<file path="src/rtl/sysarr_fifo_feeder.sv">
// -----------------------------------------------------------------------------
// sysarr_fifo_feeder
//
// Purpose:
//    Write-side controller for the bank of N per-row systolic-array input
//    FIFOs. A tile arrives as N column-vector beats on a valid/ready stream;
//    each beat is written into all N row FIFOs at once. When the whole tile is
//    resident and the array signals ready, the FIFOs are popped with a diagonal
//    skew so that row i starts i cycles after row 0.
//
// Ports:
//    clk             in   system clock
//    RST             in   synchronous active-high reset
//    in_valid        in   tile beat valid
//    in_ready        out  feeder can accept a beat (LOAD state)
//    in_data         in   N*DW column vector, slice [i*DW +: DW] is row i
//    arr_ready       in   array can start consuming a tile (sampled in WAIT)
//    fifo_load       out  per-row FIFO load strobe
//    fifo_load_vals  out  per-row load data (passthrough of in_data)
//    fifo_shift      out  per-row FIFO pop strobe
//    row_valid       out  row-i FIFO head is a valid operand this cycle
//    busy            out  high unless idle in LOAD with no beats taken
//    tile_done       out  one-cycle pulse after the last pop of a tile
// -----------------------------------------------------------------------------

package sys_arr_pkg;
   parameter int N  = 4;
   parameter int DW = 16;
endpackage

module sysarr_fifo_feeder #(
   parameter int N  = sys_arr_pkg::N,
   parameter int DW = sys_arr_pkg::DW
) (
   input  logic            clk,
   input  logic            RST,
   input  logic            in_valid,
   output logic            in_ready,
   input  logic [N*DW-1:0] in_data,
   input  logic            arr_ready,
   output logic [N-1:0]    fifo_load,
   output logic [N*DW-1:0] fifo_load_vals,
   output logic [N-1:0]    fifo_shift,
   output logic [N-1:0]    row_valid,
   output logic            busy,
   output logic            tile_done
);

   // beat counter must hold 0..N, drain counter 0..2N-2
   localparam int BW = $clog2(N + 1);
   localparam int CW = (N > 1) ? $clog2(2 * N - 1) : 1;

   localparam logic [BW-1:0] LAST_BEAT = BW'(N - 1);
   localparam logic [CW-1:0] LAST_CYC  = CW'(2 * N - 2);

   typedef enum logic [1:0] {
      ST_LOAD  = 2'd0,
      ST_WAIT  = 2'd1,
      ST_DRAIN = 2'd2
   } state_t;

   state_t          r_state;
   logic [BW-1:0]   r_beat_cnt;
   logic [CW-1:0]   r_cyc_cnt;
   logic            r_tile_done;

   logic            w_accept;
   logic [N-1:0]    w_shift;

   // Beat handshake: ready only in LOAD, so accept is valid qualified by state.
   always_comb begin
      w_accept = 1'b0;
      if (r_state == ST_LOAD) begin
         w_accept = in_valid;
      end else begin
         w_accept = 1'b0;
      end
   end

   // Diagonal pop window: row i pops on drain cycles i .. i+N-1.
   always_comb begin
      w_shift = {N{1'b0}};
      if (r_state == ST_DRAIN) begin
         for (int i = 0; i < N; i++) begin
            w_shift[i] = (int'(r_cyc_cnt) >= i) && (int'(r_cyc_cnt) <= i + N - 1);
         end
      end else begin
         w_shift = {N{1'b0}};
      end
   end

   // Control FSM with beat/drain counters and the registered tile_done pulse.
   always_ff @(posedge clk) begin
      if (RST) begin
         r_state     <= ST_LOAD;
         r_beat_cnt  <= BW'(1'b0);
         r_cyc_cnt   <= CW'(1'b0);
         r_tile_done <= 1'b0;
      end else begin
         r_tile_done <= 1'b0;
         case (r_state)
            ST_LOAD: begin
               if (w_accept) begin
                  if (r_beat_cnt == LAST_BEAT) begin
                     r_beat_cnt <= BW'(1'b0);
                     r_state    <= ST_WAIT;
                  end else begin
                     r_beat_cnt <= r_beat_cnt + BW'(1'b1);
                  end
               end else begin
                  r_beat_cnt <= r_beat_cnt;
               end
            end
            ST_WAIT: begin
               if (arr_ready) begin
                  r_cyc_cnt <= CW'(1'b0);
                  r_state   <= ST_DRAIN;
               end else begin
                  r_state   <= ST_WAIT;
               end
            end
            ST_DRAIN: begin
               // arr_ready is deliberately ignored here: a drain never stalls
               if (r_cyc_cnt == LAST_CYC) begin
                  r_cyc_cnt   <= CW'(1'b0);
                  r_state     <= ST_LOAD;
                  r_tile_done <= 1'b1;
               end else begin
                  r_cyc_cnt   <= r_cyc_cnt + CW'(1'b1);
               end
            end
            default: begin
               r_state    <= ST_LOAD;
               r_beat_cnt <= BW'(1'b0);
               r_cyc_cnt  <= CW'(1'b0);
            end
         endcase
      end
   end

   // Output decode; loads and shifts are state-exclusive so never overlap.
   always_comb begin
      in_ready       = (r_state == ST_LOAD);
      fifo_load      = {N{w_accept}};
      fifo_load_vals = in_data;
      fifo_shift     = w_shift;
      row_valid      = w_shift;
      busy           = !((r_state == ST_LOAD) && (r_beat_cnt == BW'(1'b0)));
      tile_done      = r_tile_done;
   end

endmodule

</file>
<file path="config.mk">
export PLATFORM = sky130hd
export DESIGN_NAME = sysarr_fifo_feeder
export DESIGN_NICKNAME = d
export VERILOG_FILES = /design/src/rtl/sysarr_fifo_feeder.sv
export SDC_FILE = /design/constraint.sdc
export NUM_CORES = 1
export LEC_CHECK = 0
export CAP_MARGIN = 10
export CORE_ASPECT_RATIO = 0.75
export CORE_MARGIN = 5
export CORE_UTILIZATION = 28
export CTS_CLUSTER_SIZE = 28
export DETAILED_ROUTE_END_ITERATION = 8
export PLACE_DENSITY = 0.83
export SETUP_SLACK_MARGIN = 0.05
export SYNTH_ARGS = -nofsm -noshare
export SYNTH_HDL_FRONTEND = slang
export SYNTH_SLANG_ARGS = --single-unit
</file>
<file path="constraint.sdc">
create_clock -name clk -period 4.3 [get_ports clk]
set_clock_uncertainty 0.2 [all_clocks]
set_input_delay 0.43 -clock clk [delete_from_list [all_inputs] [get_ports clk]]
set_output_delay 0.43 -clock clk [all_outputs]
set_load 0.02 [all_outputs]
</file>
* Word-level counts from Yosys, hierarchy flattened
Cells that the tools add are included.
** Operators by class
- Add/sub/neg operators :: 2
- Magnitude comparators :: 7
- Equality and inequality tests :: 8
- Mux-type cells :: 14
- Bitwise gates (word level) :: 3
- Reductions and logical operators :: 12
** Operator list (number)
- $mux 3 :: 4
- $le 3x3->1 const B :: 3
- $pmux 3 s3 :: 1
- $mux 2 :: 4
- $add 3x1->3 const B :: 2
- $ge 3x2->1 const B :: 2
- $ne 2x1->1 const B :: 3
- $pmux 2 s3 :: 1
- $pmux 3 s2 :: 1
- $logic_and 1x1->1 :: 4
- $mux 4 :: 1
- $reduce_and 2->1 :: 2
- $reduce_or 2->1 :: 2
- $eq 3x2->1 const B :: 1
- $eq 3x3->1 const B :: 1
- $ge 3x1->1 const B :: 1
- $le 3x2->1 const B :: 1
- $logic_not 3->1 :: 1
- $not 1->1 :: 3
- $reduce_and 3->1 :: 1
- $eq 2x1->1 const B :: 1
- $eq 2x2->1 const B :: 1
- $logic_not 2->1 :: 1
- $mux 1 :: 2
- other kinds (2) :: 2
** Word-level totals
- Register bits :: 9
- Input port bits :: 68
- Output and inout port bits :: 79
- Logic and storage cells :: 50

* Depth between registers and ports, before layout
Gate-level depths: netlist of run 1.
- Depth after elaboration :: 4
- Mapped depth :: 7
- Mapped depth without buffers :: 6

* Least setup slack after synthesis of run 1
Ideal clock, no wire load.
- Path type :: reg2out
- Start :: register r_state[0]
- End :: output row_valid[2]
- Data arrival time :: 1.366 ns
- Data required time :: 3.670 ns
- Setup slack :: 2.304 ns
- Cell stages (with the launch flop) :: 7
- Buffers on the path :: 2
- Cell sequence :: dfxtp_1 > inv_1 > ha_1 > buf_12 > o21ai_0 > a21oi_1 > buf_4
** Between the ends
- Longest elaborated chain between the ends :: 2
** Ends and longest elaborated chain
- from (decl) :: line 62 : state_t r_state;
- from (signal assigned) :: line 95 : r_state <= ST_LOAD;
- from (signal assigned) :: line 106 : r_state <= ST_WAIT;
- from (signal assigned) :: line 117 : r_state <= ST_DRAIN;
- $eq 2x2->1 :: line 83 : if (r_state == ST_DRAIN) begin
- $mux 4 :: line 83
- to (decl) :: line 44 : output logic [N-1:0] row_valid,
No other way between the ends.

* Final worst setup path of run 1
- Start :: register r_cyc_cnt[1]
- End :: output row_valid[3]
** Between the ends
- Longest elaborated chain between the ends :: 3
- Elaborated cells on any way between the ends :: 4
- Those cells by class :: 2 x order compare; 1 x mux; 1 x reduce/logical
** Ends and longest elaborated chain
- from (decl) :: line 64 : logic [CW-1:0] r_cyc_cnt;
- from (signal assigned) :: line 97 : r_cyc_cnt <= CW'(1'b0);
- from (signal assigned) :: line 116 : r_cyc_cnt <= CW'(1'b0);
- from (signal assigned) :: line 125 : r_cyc_cnt <= CW'(1'b0);
- $ge 3x2->1 / $le 3x3->1 (equally long branches) :: line 85 : w_shift[i] = (int'(r_cyc_cnt) >= i) && (int'(r_cyc_cnt) <= i + N - 1);
- $logic_and 1x1->1 * :: line 85
- $mux 4 * :: line 83
Mark *: on every way between the ends. The rest lies on a longest branch, timed or not.

==> results.md, run 1 <==
- The top cell type by area accounts for between 40% and 50% of the synthesized area.
- The synthesized net count is 225.
- The initial antenna violation count is 0.
- The kind of cell adding the most delay to the critical path is buffers and inverters.
- The horizontal die dimension is between 80 and 90 microns.
- The depth of the CTS H-tree is 1.
- The half-perimeter wire length after detailed placement is between 1000 and 1500 microns.
- The setup TNS after final layout is 0 ns.
- The switching fraction of total power is 36.1%.
- The share of cells above drive strength 1 is 6.32%.
- The max-slew violation count was 0.
- By instance count, the cell type seen most on the critical path is sky130_fd_sc_hd__ha_1.
- Of the total power, registers draw between 20% and 30%.
- The total power of the final layout is between 0.0003 and 0.0004 W.
- The CTS tree is yes.
- The count of cells in the finished layout, fillers not included, comes to 150.
- IR analysis of the VDD net gives a maximum drop of roughly 0.00033 V.
- The filler cells instantiated in the layout total between 400 and 500.
- In the routed layout, each cell is associated on average with a via count of approximately 4.2.
- Summing all flip-flop and latch instances after layout gives about 180 sq um.
- The biggest area contributor in the post-synthesis netlist is sky130_fd_sc_hd__buf_4.
- The number of placed instances, taps included, is between 100 and 150.
- The maximum count of clock buffers along a single path is 2.
- The insertion delay of the later-clocked pin in the worst-skew pair is around 0.23 ns.
- The required time at the endpoint of the critical path is approximately 3.7 ns.
- The area growth from synthesis to final layout is -23.8%.
- After layout, the worst path uses 61.7% of the clock period.
- Of the synthesized area, sequential elements account for between 15 and 20%.
- Clock tree synthesis inserted a total of 3 buffers.
- Yosys printed 0 warnings.
- Once the clock tree was built, the setup fixing pass inserted 0 buffers.
- STA puts the critical path data arrival time at 2.03 ns.
- The cell area after synthesis is about 1200 sq um.
- The total via count after detailed routing is ~630.
- The highest clock frequency the design can meet is 377 MHz.
- In this run the static leakage power is roughly 0.36 nW.
- Hold repair after CTS inserted 0 buffers.
- The most frequent standard cell in the layout excluding fill and tap cells is sky130_fd_sc_hd__clkdlybuf4s50_1.
- The clock network power share is 26.7%.
- The worst setup path is launched from a flop.
- Cell internal power was estimated by the tool at roughly 0.00023 W.
- For this design the top-level I/O count stands at roughly 150.
- Headroom to the max-slew limit came out at between 70 and 80%.
- 0 antenna diodes ended up in the layout.
- The worst setup path category is flop to output pin.
- The core footprint is between 4000 and 5000 sq um.
- At the end of routability-driven placement, the weighted congestion stood at roughly 0.75.
- The total global routing overflow is 0.
- Yosys attributes the largest share of cell area to sky130_fd_sc_hd__buf_4, sky130_fd_sc_hd__dfxtp_1, sky130_fd_sc_hd__ha_1, sky130_fd_sc_hd__a21oi_1, sky130_fd_sc_hd__inv_1.
- Setup repair after global routing left no endpoint under its margin.
- The final setup violation count is 0.
- The final net count is between 150 and 200.
- After the first detailed-routing iteration, the DRC count stood at 39.
- Walking the worst path, the cells encountered are ha_1 > ha_1 > nor2_1 > o21ai_0 > o311a_1 > clkdlybuf4s50_1.
- The total routing usage reported by global routing is 5.81%.
- STA classifies the critical path endpoint as an output pin.
- The largest individual stage delay along the critical path comes from the cell sky130_fd_sc_hd__clkdlybuf4s50_1.
- The total iterations of the first detailed-routing run is 3.
- The flip-flop and latch count after synthesis is 9.
- The tightest min-delay check is of the flop to flop type.
- The root buffer cell chosen for the clock tree is sky130_fd_sc_hd__clkbuf_8.
- The library cells used most frequently in the layout, excluding fill and tap cells, are sky130_fd_sc_hd__clkdlybuf4s50_1, sky130_fd_sc_hd__inv_1, sky130_fd_sc_hd__a21oi_1.
- The maximum number of pins on one net before global-route repair is 10.
- In the routed design, unresolved DRC markers number 0.
- The average wire per cell in the routed design is approximately 11 microns.
- CTS saw 9 sinks.
- The count of input and output buffers is 18.
- For this configuration, the core starts out at a cell density of 29.0%.
- Clock-pin slew was measured on the worst setup and hold paths at roughly 0.050 ns.
- The die covers between 5000 and 6000 sq um.
- The power dissipated by switching net loads is 0.000131 W.
- For the pin with the worst max-slew slack, the measured transition is roughly 0.36 ns.
- In this run the worst path has a maximum fanout of 7.
- Row generation in the floorplan step produced 20 rows.
- The post-detailed-route count of antenna-violating nets is 0.
- The first global-routing pass estimated 2610 microns of wire.
- The number of buffers and inverters on the critical path is 1.
- Post-CTS repair changed the size of 0 cells.
- Combinational logic burns a little under half of the power.
- The run finished with clean final reports.
- The minimum period implied by the final worst setup slack is around 2.7 ns.
- The final hold violation count was 0.
- The power density over cell area is 401 nW/um^2.
- The post-synthesis instance total is approximately 150.
- A synthesized cell averages between 8 and 9 sq um.
- The delay of the slowest critical-path stage is roughly 0.61 ns.
- The floorplan step set the die height to about 66 microns.
- For this block, the routed nets add up to 1670 microns of wire.
- The tool flagged a number of max-cap violations equal to 0.
- The number of global-route vias before repair was between 500 and 600.
- The area of combinational cells with multiple inputs is 388 sq um.
- The count of cell types in the netlist is 24.
[logic make-up (layout without fill, tap and decap cells)]
kind of cell | after synthesis | in the layout | share of synthesized area [%]
buf+inv | 86 | 33 | 52.1
flops | 9 | 9 | 15.2
fa+ha+maj | 9 | 9 | 9.50
simple gates | 22 | 22 | 10.1
compound gates | 22 | 22 | 13.1
[through the flow]
stage               instance area (sq um)  utilization [%]  hold slack [ns]  setup slack [ns]
floorplan                            1180                -            0.254              2.30
global placement                      858             21.0            0.277              1.90
detailed placement                    858             21.0            0.280              1.87
CTS                                   903             22.1            0.287              1.64
global route                          903             22.1            0.315              1.51
finish                                903             22.1            0.296              1.64
[cells in the mapped netlist]
| cell type | count |
|---|---|
| sky130_fd_sc_hd__nand3b_4 | 1 |
| sky130_fd_sc_hd__inv_1 | 11 |
| sky130_fd_sc_hd__nand4_1 | 1 |
| sky130_fd_sc_hd__nand2_1 | 5 |
| sky130_fd_sc_hd__a22oi_4 | 1 |
| sky130_fd_sc_hd__nand4b_1 | 1 |
| sky130_fd_sc_hd__nand3_1 | 2 |
| sky130_fd_sc_hd__buf_12 | 1 |
| sky130_fd_sc_hd__o21ai_0 | 3 |
| sky130_fd_sc_hd__ha_1 | 9 |
| sky130_fd_sc_hd__a21oi_1 | 10 |
| sky130_fd_sc_hd__nor3b_1 | 1 |
| sky130_fd_sc_hd__o2111ai_1 | 1 |
| sky130_fd_sc_hd__buf_4 | 74 |
| sky130_fd_sc_hd__a21o_1 | 2 |
| sky130_fd_sc_hd__dfxtp_1 | 9 |
| sky130_fd_sc_hd__nor3_1 | 1 |
| sky130_fd_sc_hd__o21a_1 | 1 |
| sky130_fd_sc_hd__a22oi_1 | 2 |
| sky130_fd_sc_hd__nand3b_1 | 1 |
| sky130_fd_sc_hd__o311a_1 | 1 |
| sky130_fd_sc_hd__a211oi_2 | 1 |
| sky130_fd_sc_hd__nor2_1 | 8 |
| sky130_fd_sc_hd__nand2b_1 | 1 |
[per-layer routing]
layer	track usage, %	up-vias	part of all wire [%]
met1	6.37	294	44
met5	0	-	0
met4	1.78	0	0.60
met2	7.75	36	41
met3	5.60	2	14
li1	-	299	-
[registers in the layout, summed over array words and instances (netlist names)]
name        count
r_beat_cnt      3
tile_done       1
r_cyc_cnt       3
r_state         2
[final timing paths]
| path | start | to | slack, ns | cells after the start |
|---|---|---|---|---|
| hold reg to reg | r_beat_cnt[2] | r_beat_cnt[2] | 0.30 | 2 |
| hold / removal | r_beat_cnt[2] | r_beat_cnt[2] | 0.30 | 2 |
| setup reg to reg | r_state[0] | r_cyc_cnt[0] | 2.65 | 5 |
| setup / recovery | r_cyc_cnt[1] | row_valid[3] | 1.64 | 6 |
[layout make-up]
type / instances / area share (%)
well taps: 55 / 7.62
multi-input cells: 53 / 42.9
clock buffers: 4 / 4.99
inverters: 11 / 4.57
flip-flops and latches: 9 / 19.9
repair buffers: 18 / 19.9
[power groups by stage]
stage,clock network (W),registers [W],logic (W)
after floorplan,0,0.000100,0.000209
after global placement,0,0.000102,0.000164
after CTS,0.0000994,0.000100,0.000168
final,0.0000967,0.000101,0.000165
after detailed placement,0,0.000102,0.000167
after global routing,0.000104,0.000102,0.000179
[worst reg2reg max path, cell delays in order (launching register included)]
cell and delay, ns:
sky130_fd_sc_hd__dfxtp_1 0.35, sky130_fd_sc_hd__inv_1 0.07, sky130_fd_sc_hd__ha_1 0.32, sky130_fd_sc_hd__a21oi_1 0.33, sky130_fd_sc_hd__o2111ai_1 0.17, sky130_fd_sc_hd__a21oi_1 0.14
Note: power is estimated with default switching activity, not from simulation.
==> run 2, diff against run 1 <==
CORE_UTILIZATION = 24   (was 28)
PLACE_DENSITY = 0.75   (was 0.83)
clock period = 2.4 ns   (was 4.3 ns; I/O delays follow)
==> results.md, run 2 (same netlist as run 1, synthesis figures left out) <==
- The flow ran to the end, and the final reports show no timing, DRC or antenna violations.
- The worst setup path is captured at an output pin.
- The die boundary height is 70.9 microns.
- The buffers plus inverters on the worst setup path is 1.
- The number of rows created at floorplan is 22.
- The first global-routing pass estimated ~2600 microns of wire.
- The total routing usage reported by global routing is ~4.9%.
- The worst setup path is launched from a flop.
- The highest clock frequency the design can meet is approximately 450 MHz.
- IR analysis of the VDD net gives a maximum drop of 0.000535 V.
- The total iterations of the first detailed-routing run is 4.
- The final setup violation count is 0.
- The initial antenna violation count is 0.
- The total via count after detailed routing is approximately 650.
- The die covers 6460 sq um.
- The max-slew violation count is 0.
- The library cells used most frequently in the layout, excluding fill and tap cells, are sky130_fd_sc_hd__clkdlybuf4s50_1, sky130_fd_sc_hd__inv_1, sky130_fd_sc_hd__a21oi_1.
- Global routing finished with a remaining overflow of 0.
- The core footprint is approximately 4800 sq um.
- The required time at the endpoint of the critical path is around 2.0 ns.
- In this run, the number of DRC markers left after iteration 0 of detailed routing was 13.
- The number of design rule violations left after detail routing is 0.
- The final layout contains routed wiring with a total length of 1720 microns.
- Relative to the synthesized area, the layout overhead comes to -21.1%.
- Across the run, the number of max-cap violations was 0.
- For the final routed database, the setup TNS stands at 0 ns.
- The final design utilization is about 19%.
- In this run the tightest slew margin relative to its limit is between 70% and 80%.
- The count of input and output buffers is 18.
- For the pin with the worst max-slew slack, the measured transition is 0.372 ns.
- The library cell used as clock root buffer is sky130_fd_sc_hd__clkbuf_8.
- Traced cell by cell, the critical path runs through ha_1 > ha_1 > o21a_1 > clkdlybuf4s50_1.
- Setup repair after global routing left no endpoint under its margin.
- The power density over cell area is 702 nW/um^2.
- The later pin in the worst-skew pair is clocked with a latency of 0.23 ns.
- The horizontal die dimension is ~91 microns.
- The final weighted congestion in routability-driven placement is roughly 0.77.
- The most frequent standard cell in the layout excluding fill and tap cells is sky130_fd_sc_hd__clkdlybuf4s50_1.
- During I/O placement, the number of pins put on the boundary was around 150.
- The kind of cell adding the most delay to the critical path is buffers and inverters.
- The leakage power summed over all cells is approximately 0.46 nW.
- The via density per instance is approximately 4.2.
- The final net count is 175.
- CTS built an H-tree with a depth of 1.
- The number of global-route vias before repair is 567.
- The post-detailed-route count of antenna-violating nets is 0.
- The clock slew seen by the registers of the worst setup and hold paths is roughly 0.040 ns.
- The half-perimeter wire length after detailed placement is around 1400 microns.
- After layout, the minimum clock period comes to 2.22 ns.
- The effective utilization at floorplan is between 20% and 30%.
- The min-delay analysis places its worst path in the category input port to output pin.
- The largest single stage delay on the critical path is around 0.60 ns.
- The average wire per cell in the routed design is about 11 microns.
- In this run, CTS created clock tree buffers numbering 3.
- In the final layout, the registers with the most flip-flops are r_beat_cnt: 3 flops, r_cyc_cnt: 3 flops, r_state: 2 flops.
- The worst setup path category is flop to output pin.
- In the finished design, the share of the clock period the worst path needs comes to between 90% and 100%.
- The share of cells above drive strength 1 is 10.3%.
- The cell occurring most often along the worst timing path is sky130_fd_sc_hd__ha_1.
- Data arrives at the worst endpoint at roughly 1.8 ns.
- The maximum count of clock buffers along a single path is 2.
- The final hold violation count is 0.
- The largest driver fanout on the critical path is 7.
- The post-CTS repair timing setup buffer count is 0.
- The clock net sink count is 9.
- The maximum number of pins on one net before global-route repair is 10.
- The CTS tree is yes.
- The number of antenna diodes in the final layout is 0.
- On the critical path, the stage with the largest delay is an instance of sky130_fd_sc_hd__clkdlybuf4s50_1.
run 2: changes by cell type in the layout (fill, tap and decap cells not counted), sizes merged:
cell / change
clkdlybuf4s50: -6
dlygate4sd2: +2
dlymetal6s2s: +4
buf: +2
run 2: final cells by class:
| cell class | count | area [sq um] |
|---|---|---|
| inverters | 11 | 41.3 |
| multi-input cells | 53 | 388 |
| clock buffers | 4 | 45.0 |
| repair buffers | 20 | 203 |
| fillers | 545 | 3910 |
| well taps | 60 | 75.1 |
| flip-flops and latches | 9 | 183 |
run 2: what timing repair did:
item | in CTS | in global routing
gates resized for setup | 3 | 5
endpoints found under the setup margin | 4 | 6
hold buffers | 0 | 0
endpoints found under the hold margin | 0 | 0
run 2: final timing paths:
kind                                     from            endpoint  slack (ns)  cells past startpoint
worst max-delay path             r_cyc_cnt[0]       fifo_shift[0]        0.18                      4
worst min register to register  r_beat_cnt[2]       r_beat_cnt[2]        0.29                      2
worst max register to register     r_state[0]        r_cyc_cnt[0]        0.64                      6
worst min-delay path              in_data[13]  fifo_load_vals[13]        0.28                      0
run 2: power by group:
group	switching [W]	internal, W
sequential	0.0000134	0.000167
combinational	0.000164	0.000141
clock	0.0000557	0.000115
total	0.000233	0.000423
run 2: layer usage:
metal	up-vias	global-route usage (%)	part of all wire (%)
li1	301	-	-
met1	304	5.59	43
met2	45	6.64	42
met3	2	3.93	14
met4	0	1.95	0.12
met5	-	0	0
run 2: through the flow:
| step | std cells | instance area [sq um] | hold WS [ns] | power, W | setup slack, ns |
|---|---|---|---|---|---|
| floorplan | 148 | 1180 | 0.191 | 0.000555 | 0.594 |
| global placement | 153 | 880 | 0.277 | 0.000488 | 0.260 |
| detailed placement | 153 | 880 | 0.280 | 0.000487 | 0.203 |
| CTS | 157 | 923 | 0.280 | 0.000663 | 0.0831 |
| global route | 157 | 935 | 0.280 | 0.000710 | 0.0962 |
| finish | 157 | 935 | 0.280 | 0.000656 | 0.184 |
